<file path="src/rtl/instr_feeder_pkg.sv">
// Shared definitions for the instruction feeder.
// Holds the opcode constants, the FSM state encoding, the default
// watchdog limit, and a helper that extracts the opcode field from a word.
package instr_feeder_pkg;

  localparam logic [2:0] OP_MVI      = 3'b001;
  localparam logic [2:0] OP_HALT     = 3'b111;
  localparam int         TMO_CYC_DEF = 15;

  typedef enum logic [2:0] {
    S_IDLE   = 3'd0,
    S_FETCH  = 3'd1,
    S_LATCH  = 3'd2,
    S_ISSUE  = 3'd3,
    S_WAIT   = 3'd4,
    S_HALTED = 3'd5
  } state_t;

  // Instruction word layout: opcode=[8:6], Y=[5:3], X=[2:0]
  function automatic logic [2:0] opcode_of(input logic [15:0] w);
    return w[8:6];
  endfunction

endpackage

</file>
<file path="src/rtl/instr_feeder_wdog.sv">
// Watchdog counter for the WAIT state.
// Ports:
//   clk, rst : clock and asynchronous active-high reset
//   clr      : synchronous clear (held while the FSM is not waiting)
//   en       : count one cycle
//   tc       : terminal count, high during the TC-th enabled cycle
// The count saturates at TC-1, so tc stays high until cleared.
module wdog_count #(
  parameter int TC = 15
) (
  input  logic clk,
  input  logic rst,
  input  logic clr,
  input  logic en,
  output logic tc
);

  localparam int W = (TC < 2) ? 1 : $clog2(TC);

  logic [W-1:0] cnt;

  assign tc = (cnt == W'(TC - 1));

  always_ff @(posedge clk or posedge rst) begin
    if (rst) begin
      cnt <= '0;
    end else if (clr) begin
      cnt <= '0;
    end else if (en && !tc) begin
      cnt <= cnt + 1'b1;
    end
  end

endmodule

</file>
<file path="src/rtl/instr_feeder.sv">
// Instruction feeder: walks a registered program ROM and hands one
// instruction at a time to a processor, waiting for its Done flag.
// Ports:
//   Clock, Reset  : clock, asynchronous active-high reset
//   Start         : begin execution at address 0 (ignored while Busy)
//   MemAddr/MemData : ROM address out, ROM data in (one-cycle latency)
//   DIN, Run      : instruction/immediate word and one-cycle issue strobe
//   Done          : processor completion flag, sampled only in WAIT
//   Busy, PC, InstrCount, Timeout : status outputs
// mvi instructions carry an immediate in the following ROM word; it is
// requested during ISSUE so that it arrives in the first WAIT cycle.
module instr_feeder
  import instr_feeder_pkg::*;
#(
  parameter int ADDR_W  = 5,
  parameter int TMO_CYC = TMO_CYC_DEF
) (
  input  logic              Clock,
  input  logic              Reset,
  input  logic              Start,
  output logic [ADDR_W-1:0] MemAddr,
  input  logic [15:0]       MemData,
  output logic [15:0]       DIN,
  output logic              Run,
  input  logic              Done,
  output logic              Busy,
  output logic [ADDR_W-1:0] PC,
  output logic [7:0]        InstrCount,
  output logic              Timeout
);

  state_t            state, state_nxt;
  logic [ADDR_W-1:0] pc_r;
  logic [ADDR_W-1:0] pc_inc1;
  logic [ADDR_W-1:0] pc_inc2;
  logic [7:0]        icnt_r;
  logic              tmo_r;
  logic              first_wait;
  logic [15:0]       instr_p0;
  logic [15:0]       imm_p0;
  logic              is_mvi;
  logic              wd_en;
  logic              wd_clr;
  logic              wd_tc;

  assign pc_inc1    = pc_r + ADDR_W'(1);
  assign pc_inc2    = pc_r + ADDR_W'(2);
  assign is_mvi     = (opcode_of(instr_p0) == OP_MVI);
  assign PC         = pc_r;
  assign InstrCount = icnt_r;
  assign Timeout    = tmo_r;
  assign wd_clr     = (state != S_WAIT);

  wdog_count #(
    .TC (TMO_CYC)
  ) u_wdog (
    .clk (Clock),
    .rst (Reset),
    .clr (wd_clr),
    .en  (wd_en),
    .tc  (wd_tc)
  );

  // Next state and combinational outputs
  always_comb begin
    state_nxt = state;
    MemAddr   = '0;
    DIN       = '0;
    Run       = 1'b0;
    Busy      = 1'b1;
    wd_en     = 1'b0;
    case (state)
      S_IDLE, S_HALTED: begin
        Busy = 1'b0;
        if (Start) state_nxt = S_FETCH;
      end
      S_FETCH: begin
        MemAddr   = pc_r;
        state_nxt = S_LATCH;
      end
      S_LATCH: begin
        MemAddr   = pc_r;
        state_nxt = (opcode_of(MemData) == OP_HALT) ? S_HALTED : S_ISSUE;
      end
      S_ISSUE: begin
        MemAddr   = pc_inc1;
        DIN       = instr_p0;
        Run       = 1'b1;
        state_nxt = S_WAIT;
      end
      S_WAIT: begin
        MemAddr = pc_inc1;
        wd_en   = 1'b1;
        // The immediate is live on MemData only in the first WAIT cycle
        if (is_mvi) DIN = first_wait ? MemData : imm_p0;
        else        DIN = instr_p0;
        if (Done)       state_nxt = S_FETCH;
        else if (wd_tc) state_nxt = S_HALTED;
      end
      default: begin
        Busy      = 1'b0;
        state_nxt = S_IDLE;
      end
    endcase
  end

  // Control state
  always_ff @(posedge Clock or posedge Reset) begin
    if (Reset) begin
      state      <= S_IDLE;
      pc_r       <= '0;
      icnt_r     <= '0;
      tmo_r      <= 1'b0;
      first_wait <= 1'b0;
    end else begin
      state <= state_nxt;
      case (state)
        S_IDLE, S_HALTED: begin
          if (Start) begin
            pc_r   <= '0;
            icnt_r <= '0;
            tmo_r  <= 1'b0;
          end
        end
        S_ISSUE: first_wait <= 1'b1;
        S_WAIT: begin
          first_wait <= 1'b0;
          if (Done) begin
            pc_r   <= is_mvi ? pc_inc2 : pc_inc1;
            icnt_r <= icnt_r + 8'd1;
          end else if (wd_tc) begin
            tmo_r <= 1'b1;
          end
        end
        default: ;
      endcase
    end
  end

  // Instruction / immediate capture
  always_ff @(posedge Clock) begin
    if (state == S_LATCH)              instr_p0 <= MemData;
    if (state == S_WAIT && first_wait) imm_p0   <= MemData;
  end

endmodule

</file>
<file path="config.mk">
export PLATFORM = sky130hd
export DESIGN_NAME = instr_feeder
export DESIGN_NICKNAME = d
export VERILOG_FILES = /design/src/rtl/instr_feeder_pkg.sv /design/src/rtl/instr_feeder_wdog.sv /design/src/rtl/instr_feeder.sv
export SDC_FILE = /design/constraint.sdc
export NUM_CORES = 1
export LEC_CHECK = 0
export CAP_MARGIN = 20
export CORE_ASPECT_RATIO = 0.9
export CORE_MARGIN = 1
export CORE_UTILIZATION = 51
export DETAILED_ROUTE_END_ITERATION = 8
export PLACE_DENSITY = 0.86
export SLEW_MARGIN = 20
export SYNTH_ARGS = -nofsm -noshare
export SYNTH_HDL_FRONTEND = slang
export SYNTH_SLANG_ARGS = --single-unit
</file>
<file path="constraint.sdc">
create_clock -name Clock -period 2.6 [get_ports Clock]
set_clock_uncertainty 0.1 [all_clocks]
set_input_delay 0.78 -clock Clock [delete_from_list [all_inputs] [get_ports Clock]]
set_output_delay 0.78 -clock Clock [all_outputs]
set_load 0.05 [all_outputs]
</file>
* Word-level counts from Yosys, hierarchy flattened
Index checks and enable logic that the tools add are counted.
Word-level totals: register bits 54, bits in latches 0, memory bits (writable) 0, ROM bits 0, input bits 20, output and inout bits 37, word-level logic and storage cells 66, memories 0
Cells by class: add/sub/neg operators 4, $mul 0, divide/modulo/power cells 0, $lt $le $gt $ge 0, equality and inequality tests 14, shift operators 0, muxes and demuxes 26, bitwise logic cells 0, reductions and logical operators 14
Operators by type and width (count):
- $mux W16 | 2
- $pmux W16 S2 | 1
- $pmux W5 S2 | 2
- $mux W8 | 2
- $pmux W8 S2 | 1
- $mux W5 | 3
- $pmux W3 S5 | 1
- $mux W3 | 4
- $eq A3 B3 Y1 const B | 3
- $add A8 B1 Y8 const B | 1
- $mux W4 | 2
- $eq A3 B1 Y1 const B | 2
- $eq A3 B2 Y1 const B | 2
- $mux W1 | 6
- $ne A2 B2 Y1 const B | 3
- $reduce_bool A2 Y1 | 3
- $reduce_or A2 Y1 | 3
- $add A5 B1 Y5 const B | 1
- $add A5 B2 Y5 const B | 1
- $add A4 B1 Y4 const B | 1
- $eq A4 B4 Y1 const B | 1
- $pmux W1 S2 | 2
- $reduce_and A4 Y1 | 1
- $reduce_or A4 Y1 | 1
- other kinds (8) | 9

* Logic depth before layout (Yosys ltp)
Gate-level depths: netlist of run 1.
word-level depth 5, depth in mapped cells 6, mapped depth without buffers 6

* Cells and area by module
Synthesis of run 1 repeated with hierarchy kept, for this count alone.
Second synthesis, totals: cells, all modules 252, area, all modules 2686.3 µm²
By module, submodules not included:
- instr_feeder | times used 1, cells an instance 229, area each 2471.1 µm², seq. area each 1411.4 µm²
- wdog_count | times used 1, cells an instance 23, area each 215.2 µm², seq. area each 100.1 µm²

* Least setup slack after synthesis of run 1
Ideal clock, no wire load.
kind register to output, from register pc_r[1], in the netlist PC[1], to output MemAddr[4], arrival 2.210 ns, required time 1.720 ns, path slack -0.490 ns, stages on the path, launching flop included 6, path buffers 0, cell sequence dfrtp_1 -> ha_1 -> nand3_1 -> xnor2_1 -> a22oi_1 -> o22ai_1
Between the ends: word-level cells in the longest chain between the ends 2
Ends and longest elaborated chain:
- start, declared | RTL line instr_feeder.sv:33 | logic [ADDR_W-1:0] pc_r;
- start signal, assigned | RTL line instr_feeder.sv:129 | pc_r <= is_mvi ? pc_inc2 : pc_inc1;
- $add A5 B1 Y5 | RTL line instr_feeder.sv:46 | assign pc_inc1 = pc_r + ADDR_W'(1);
- $pmux W5 S2 | RTL line instr_feeder.sv:72 | case (state)
- end, declared | RTL line instr_feeder.sv:21 | output logic [ADDR_W-1:0] MemAddr,
No other way between the ends.

* Final worst setup path of run 1
from register first_wait, to output DIN[13]
Between the ends: word-level cells in the longest chain between the ends 3
Ends and longest elaborated chain:
- start, declared | RTL line instr_feeder.sv:38 | logic first_wait;
- start signal, assigned | RTL line instr_feeder.sv:114 | first_wait <= 1'b0;
- start signal, assigned | RTL line instr_feeder.sv:125 | S_ISSUE: first_wait <= 1'b1;
- start signal, assigned | RTL line instr_feeder.sv:127 | first_wait <= 1'b0;
- $mux W16 (2 in series) | RTL line instr_feeder.sv:95 | if (is_mvi) DIN = first_wait ? MemData : imm_p0;
- $pmux W16 S2 | RTL line instr_feeder.sv:72
- end, declared | RTL line instr_feeder.sv:23 | output logic [15:0] DIN,
No other way between the ends.

==> results of run 1 <==
-- synth_stat cells (all sizes together) --
| cell type | n | area share |
|---|---|---|
| nor2b | 1 | 0.0023 |
| nand2 | 26 | 0.036 |
| or3b | 1 | 0.0041 |
| nor3 | 4 | 0.0073 |
| o22a | 1 | 0.0032 |
| nand3 | 5 | 0.0091 |
| nor2 | 20 | 0.027 |
| and2 | 1 | 0.0023 |
| a31oi | 3 | 0.012 |
| nand3b | 1 | 0.0027 |
| clkbuf | 2 | 0.0027 |
| o21a | 1 | 0.0027 |
| a22oi | 4 | 0.011 |
| ha | 5 | 0.023 |
| xnor2 | 8 | 0.026 |
| nand4bb | 1 | 0.0041 |
| inv | 8 | 0.011 |
| xor2 | 7 | 0.022 |
| nand4 | 5 | 0.011 |
| a211oi | 1 | 0.0027 |
| o21bai | 1 | 0.0027 |
| mux2i | 18 | 0.066 |
| o22ai | 7 | 0.016 |
| o31ai | 1 | 0.0027 |
| buf | 11 | 0.027 |
| nor3b | 4 | 0.017 |
| dfrtp | 22 | 0.20 |
| a22o | 2 | 0.0064 |
| edfxtp | 32 | 0.35 |
| a21oi | 8 | 0.015 |
| and4bb | 1 | 0.0046 |
| o21ai | 24 | 0.048 |
| mux2 | 2 | 0.0082 |
| and3 | 4 | 0.0091 |
| nand2b | 1 | 0.0023 |
-- area by class of cell --
class	instances	area (µm²)	area share
Inverter	8	30.0	0.00703
Multi-Input combinational cell	168	1420	0.333
Tap cell	65	81.3	0.0191
Timing Repair Buffer	95	1140	0.266
Clock buffer	6	72.6	0.0170
Sequential cell	54	1510	0.354
Clock inverter	2	13.8	0.00322
-- cells by family after synthesis --
family | count (synthesis)
buf+inv | 21
fa+ha+maj | 5
xor+xnor | 15
flops | 54
mux | 20
simple gates | 75
compound gates | 53
-- routing by layer --
layer	wire length, µm	global-route usage
met1	3360	0.381
met2	4450	0.502
met3	680	0.0573
met4	324	0.137
met5	0	0
-- how the worst max path moves through the flow --
stage / start / slack (ps) / cells after the start / end
after floorplan: instr_p0[7] / -240 / 4 / DIN[0]
after global placement: MemData[8] / -60 / 4 / DIN[8]
after detailed placement: MemData[8] / -130 / 4 / DIN[8]
after CTS: state[1] / -70 / 6 / DIN[12]
after global routing: state[1] / -220 / 7 / DIN[12]
final: first_wait / -180 / 4 / DIN[13]
-- worst max-delay path, cell delays in order, from the launching register on --
cell and delay, ps:
sky130_fd_sc_hd__dfrtp_1 600, sky130_fd_sc_hd__buf_4 340, sky130_fd_sc_hd__mux2i_1 370, sky130_fd_sc_hd__o21ai_4 100, sky130_fd_sc_hd__buf_12 160
-- report_power, final --
group / switching (mW) / internal (mW) / total [mW]
registers: 0.141 / 1.09 / 1.23
logic: 1.53 / 1.11 / 2.64
clock network: 0.295 / 0.191 / 0.486
-- sequential cells by signal, indices dropped and copies added (netlist names) --
register / flops
first_wait: 1
instr_p0: 16
imm_p0: 16
InstrCount: 8
PC: 5
u_wdog.cnt: 4
Timeout: 1
state: 3
-- per-stage QoR --
step | cell area (µm²) | TNS (ps) | power, mW | hold slack, ps | instances
after global routing | 4270 | -3410 | 4.47 | 451 | 398
after global placement | 3780 | -385 | 3.30 | 398 | 380
final | 4270 | -2300 | 4.36 | 428 | 398
after floorplan | 2780 | -2860 | 2.50 | 429 | 243
after CTS | 4100 | -795 | 4.08 | 430 | 395
after detailed placement | 3780 | -627 | 3.36 | 409 | 380
-- timing repair --
action	4_1_cts	5_1_grt
resized for setup	37	30
hold buffers	0	0
buffers inserted	7	4
setup endpoints to repair	21	23
pin swaps	7	4
cloned	0	0
==> summary.md, run 1 <==
The flow ran to the end, but the final reports show violations. The checks that failed: setup timing. The share of the core filled with cells was 0.851. The initial core utilization was 0.546; the xor/xnor cell area share of the yosys netlist was 0.0480. The filler cells instantiated in the layout total 207.

For this design the top-level I/O count stands at 57. The total overflow left after global routing is 0. The library cell used most frequently in the layout, excluding fill and tap cells, is sky130_fd_sc_hd__edfxtp_1.

The launching point of the worst reg2reg path is state[2]. The path type of the worst min-delay path was reg -> reg. The distinct cell type count after synthesis came out at 44.

The portion of netlist area occupied by mux cells is 0.0740, and the number of max-capacitance violations reported is 0. Setup repair after global routing could not meet its margin everywhere. Compared with the post-synthesis result, the final layout area differs by 55.9%. For the final number of max-transition violations, the log shows 0. The congestion estimate from routability-driven global placement came to 0.812.

In this run the deepest clock path goes through 2 buffers. Terminating pin of the worst hold path: Timeout. For the number of antenna violations at the first check in global routing, the log shows 0. For this block, the via count after detailed routing is 2,432.

The actual transition at the worst max-transition pin was 509 ps. The required time reported for the critical path endpoint is 1720 ps. In the layout the commonest cells are 32 x sky130_fd_sc_hd__edfxtp_1, 31 x sky130_fd_sc_hd__buf_4, 29 x sky130_fd_sc_hd__clkdlybuf4s50_1.

Summed over all nets, the half-perimeter wirelength after detailed placement is 4.48 mm. The main combinational cell family by area after synthesis was simple AND/OR/NAND/NOR gates. The number of design rule violations left after detail routing is 0, and the total of endpoints with negative setup slack in the final report is 18.

Synthesized flop and latch total: 54. Clock slew at the register clock pins of the worst setup and hold paths: 110 ps. The first detailed-routing pass took 4 iterations. The first global-routing pass estimated 12.6 mm of wire.

The path depth of the worst reg2reg path is 6. CTS placed an instance of sky130_fd_sc_hd__clkbuf_8 at the clock tree root. The via count of the first global-routing pass was 2,362; the peak ir drop on the vdd network was 0.911 mV.

The power density over cell area works out to 1020 mW/mm². The clock drives 54 sinks. In this run the cell area of the synthesized design comes to 0.00274 mm². For the worst setup slack before clock tree synthesis, the log shows -135 ps. Count of endpoints failing hold in the final timing report: 0. Counting every instance in the synthesized netlist gives 243.

The depth of the CTS H-tree is 2, and the routed wire length per instance is 22.1 µm. The via-per-instance ratio came out at 6.11. The worst min-delay path startpoint was Timeout. TritonCTS built the clock tree.

Entering global routing, the biggest net connects 23 pins. For the full die area, the log shows 0.00567 mm². The die extent in y is 71.5 µm, and the number of instances on the worst hold path is 2. After the first detailed-routing iteration, the DRC count stood at 164. The adder-cell share of the synthesized area is 0.0229, and the clock period minus final worst setup slack is 2780 ps.

The standard cell core area was 0.00501 mm². Final wirelength: 8.81 mm. The tools report the maximum clock frequency as 0.360 GHz. The logs give 320 ps for the later-pin clock latency in the skew report and -180 ps for the final worst setup slack.

The floorplan has 24 rows. The port buffer count works out to 56. The clock buffer count from CTS is 5. The number of antenna diodes in the final layout is 0.

The floorplan step set the die width to 79.2 µm. The analysis attributes to cell leakage a power of 1.74 nW. In the final design database the tool counted 357 nets. The worst setup path is captured at an output pin. Headroom to the max-slew limit: 0.660. Launching element type of the critical path: a flip-flop.

Data on the critical path arrives at its endpoint at 1900 ps. The sequential share of the synthesized area was 0.552. For this run, the number of Yosys warnings is 0.

The capture instance of the worst register-to-register path was PC[3]. The final cycle utilization of the critical path is 1.07, and the fraction of the mapped netlist area in simple logic gates is 0.139. The compound-cell area share of the yosys netlist came out at 0.122. The worst setup path is of the reg -> out kind. Each instance of the synthesized netlist takes up on average 11.3 µm².

The highest fanout seen on the critical path came out at 12. The worst setup slack for register-to-register paths was 680 ps. Total global routing track utilization: 0.300.

The fraction of final layout cells sized beyond drive strength 1 works out to 0.348. The post-route antenna net violation count came out at 0. When the netlist entered floorplanning its net count stood at 268.
No activity file was read; power rests on OpenSTA's default activity.
==> inputs of run 2 (changes only) <==
--- a/config.mk
+++ b/config.mk
@@ -8,9 +8,9 @@
 export CAP_MARGIN = 20
 export CORE_ASPECT_RATIO = 0.9
 export CORE_MARGIN = 1
-export CORE_UTILIZATION = 51
+export CORE_UTILIZATION = 35
 export DETAILED_ROUTE_END_ITERATION = 8
-export PLACE_DENSITY = 0.86
+export PLACE_DENSITY = 0.64
 export SLEW_MARGIN = 20
 export SYNTH_ARGS = -nofsm -noshare
 export SYNTH_HDL_FRONTEND = slang
==> run 2 against run 1 <==
  * The run still ends with setup timing left
  * Core utilization shrank 29 points
  * Worst setup slack gained 87 ps
  * Sequential share of layout area grew 0.38 points
  * First-iteration DRC count shrank 71%
  * Sequential power shrank 4%
  * Clock power grew 15%
  * Via count shrank 11%
  * Largest cell class unchanged
  * Largest power group unchanged
  * Highest routed layer unchanged
==> summary.md, run 2 (same netlist as run 1, synthesis figures left out) <==
The actual transition at the worst max-transition pin is 504 ps (-5.54 ps), and the maximum clock frequency is 0.371 GHz (+3.2%). Instance count after placement with tap cells included: 414 (+8.9%). STA classifies the critical path endpoint as an output pin. The total congestion overflow after global routing is 0 (unchanged), and the number of diodes is 0 (unchanged).

For the number of standard cells in the final layout excluding fillers, the log shows 433 (+8.8%). Most common library cell in the layout ignoring fill and taps: sky130_fd_sc_hd__buf_4. The multi-input logic area was 0.00128 mm² (-10%). Highest fanout seen on the critical path: 13 (+1). The buffer and inverter count on the worst path came out at 2 (unchanged). The post-cts hold buffer count was 0 (unchanged). The cell type with the highest occurrence count on the critical path is sky130_fd_sc_hd__buf_12.

For the total half-perimeter wirelength after legalization and detailed placement, the log shows 4.28 mm (-4.4%). The path depth of the worst reg2reg path was 6 (unchanged); the final worst setup slack was -93.4 ps (+87.1 ps). The logs give 23 (unchanged) for the maximum number of pins on one net before global-route repair and 2 (unchanged) for the maximum count of clock buffers along a single path. The peak ir drop on the vdd network is 0.763 mV (-16%), and the register area is 0.00151 mm² (unchanged). The worst min-delay path startpoint was Timeout.

The area growth from synthesis to layout is 54.3%. The final non-filler cell area was 0.00422 mm² (-1.1%); the initial core utilization was 0.363 (-0.183). The post-route antenna net violation count was 0 (unchanged). The met2 layer usage reported by global route was 0.246 (-0.256); the count of endpoints failing hold in the final timing report was 0 (unchanged). The final number of max-transition violations is 0 (unchanged), and the width of the chip is 95.2 µm (+20%). For the number of filler cells placed in the layout, the log shows 640 (+210%). The category of the most critical setup path is reg -> out.

For the number of iterations in the first detailed-routing pass, the log shows 4 (unchanged). The total global routing track utilization was 0.162 (-0.138). The final estimated routing congestion in global placement was 0.813 (+0.11%). In the layout the commonest cells are 37 x sky130_fd_sc_hd__buf_4, 32 x sky130_fd_sc_hd__edfxtp_1, 30 x sky130_fd_sc_hd__clkdlybuf4s50_1. The share of the core filled with cells is 0.560 (-0.291), and the headroom to the max-slew limit is 0.663 (+0.00320). The number of design rule violations left after detail routing came out at 0 (unchanged). The tools report the launching element type of the critical path as a flip-flop. The clock slew at the register clock pins of the worst setup and hold paths was 100 ps (about the same).

The via count of the first global-routing pass is 2,050 (-13%). The cell count along the critical path was 6 (+2); the met3 demand-to-capacity share in global routing was 0.0284 (-0.0290). The run gives 48 (-71%) as the initial detailed-routing violation count. The tools report the number of max-capacitance violations reported as 0 (unchanged). TritonCTS built the clock tree. The family with the most delay on the worst path was simple AND/OR/NAND/NOR gates. The fraction of final layout cells sized beyond drive strength 1 came out at 0.332 (-0.0160). Launching point of the worst reg2reg path: state[1]. The power density over cell area is 1000 mW/mm² (-2.0%). Most utilized layer in the global route result: met2.

The tools report the clock buffer count from CTS as 5 (unchanged). The depth of the CTS H-tree was 2 (unchanged); the met1 routing resource usage after global routing was 0.241 (-0.139). The row count was 30 (+25%). The slowest stage of the critical path is the sky130_fd_sc_hd__or3b_4 cell. The arrival time at the worst endpoint was 1810 ps (-90 ps). The port buffer count is 56 (unchanged). For the top-level I/O count, the log shows 57 (unchanged).

The logs give 4.22 mW (-3.1%) for the final total power and 361 (+1.1%) for the number of nets at the end of the flow. The cell sitting at the root of the clock tree is a sky130_fd_sc_hd__clkbuf_8. The required time reported for the critical path endpoint was 1720 ps (about the same); the later-pin clock latency in the skew report was 300 ps (-20 ps). The count of vias placed by the detailed router is 2,158 (-11%). Setup repair after global routing could not meet its margin everywhere.

The tools report the static leakage as 1.70 nW (-1.8%). The tightest min-delay check is of the reg -> reg type. The run gives 10.2 mm (-19%) as the wire length of the first global-routing pass. The logs give 0 (unchanged) for the number of antenna violations at the first check in global routing and 0.00818 mm² (+44%) for the full die area. The worst setup slack for register-to-register paths was 740 ps (+60 ps); the die extent in y was 85.9 µm (+20%). The clock sink count is 54 (unchanged), and the final wirelength is 6.26 mm (-29%). The clock period minus final worst setup slack came out at 2690 ps (-87.1 ps).

The longest individual stage delay on the worst path was 440 ps (-160 ps); the standard cell core area was 0.00754 mm² (+50%). The worst register-to-register path ends at PC[3]. The flow ran to the end, but the final reports show violations. The checks that failed: setup timing. Total of endpoints with negative setup slack in the final report: 17 (-1). The tools report the instance area after placement as 0.00387 mm² (+2.3%).

The tools report the final hold slack as 422 ps (-6.61 ps). The signal on the critical path passes through or3b_4 -> o21ai_4 -> buf_12 -> nand2_1 -> o21ai_2 -> buf_12. The final cycle utilization of the critical path came out at 1.04 (-0.0335). The tools report the terminating pin of the worst hold path as Timeout. The routed wire length per instance was 14.5 µm (-35%); the number of instances on the worst hold path was 2 (unchanged).

The via-per-instance ratio is 4.98 (-18%).
==> run 2: changes by cell type in the layout (fill, tap and decap cells not counted), sizes merged <==
cell / change
bufinv: +1
buf: +4
clkinv: -2
clkdlybuf4s50: +1
clkinvlp: +1
dlymetal6s2s: -1
==> run 2: stage by stage <==
step | worst slack [ps] | setup TNS [ps]
2_1_floorplan | -241 | -2860
3_3_place_gp | -65.0 | -343
3_5_place_dp | -86.3 | -373
4_1_cts | -72.4 | -951
5_1_grt | -194 | -3220
6_report | -93.4 | -1310
==> run 2: worst min-delay path, delay by kind of cell (launching register included) <==
family / cells / cell delay, ps
flops: 1 / 360
simple gates: 2 / 130
==> run 2: repair_timing <==
item,CTS,global route
setup buffers,7,4
setup endpoints to repair,20,22
gates resized for setup,20,22
pin swaps,2,5
endpoints found under the hold margin,0,0
==> run 2: power by group <==
group	total (mW)	internal, mW	switching (mW)
Sequential	1.18	1.09	0.0924
Combinational	2.48	1.11	1.37
Clock	0.558	0.288	0.270
Total	4.22	2.49	1.73
==> run 2: area by class of cell <==
type,count,area share
sequential,54,0.358
multi-input combinational,168,0.303
timing repair buffer,99,0.278
tap,96,0.0284
clock buffer,6,0.0172
clock inverter,2,0.00889
inverter,8,0.00711
==> run 2: worst max path at each step <==
| stage | from | endpoint | slack (ps) |
|---|---|---|---|
| 6_report | state[0] | DIN[11] | -90 |
| 3_3_place_gp | MemData[6] | DIN[6] | -70 |
| 5_1_grt | state[0] | DIN[15] | -190 |
| 2_1_floorplan | instr_p0[7] | DIN[0] | -240 |
| 3_5_place_dp | MemData[6] | DIN[6] | -90 |
| 4_1_cts | state[0] | DIN[11] | -70 |
==> run 2: metal layers <==
layer | up-vias | share of wire
li1 | 1070 | -
met1 | 1057 | 0.50
met2 | 29 | 0.47
met3 | 2 | 0.030
met4 | 0 | 0.0045
met5 | - | 0
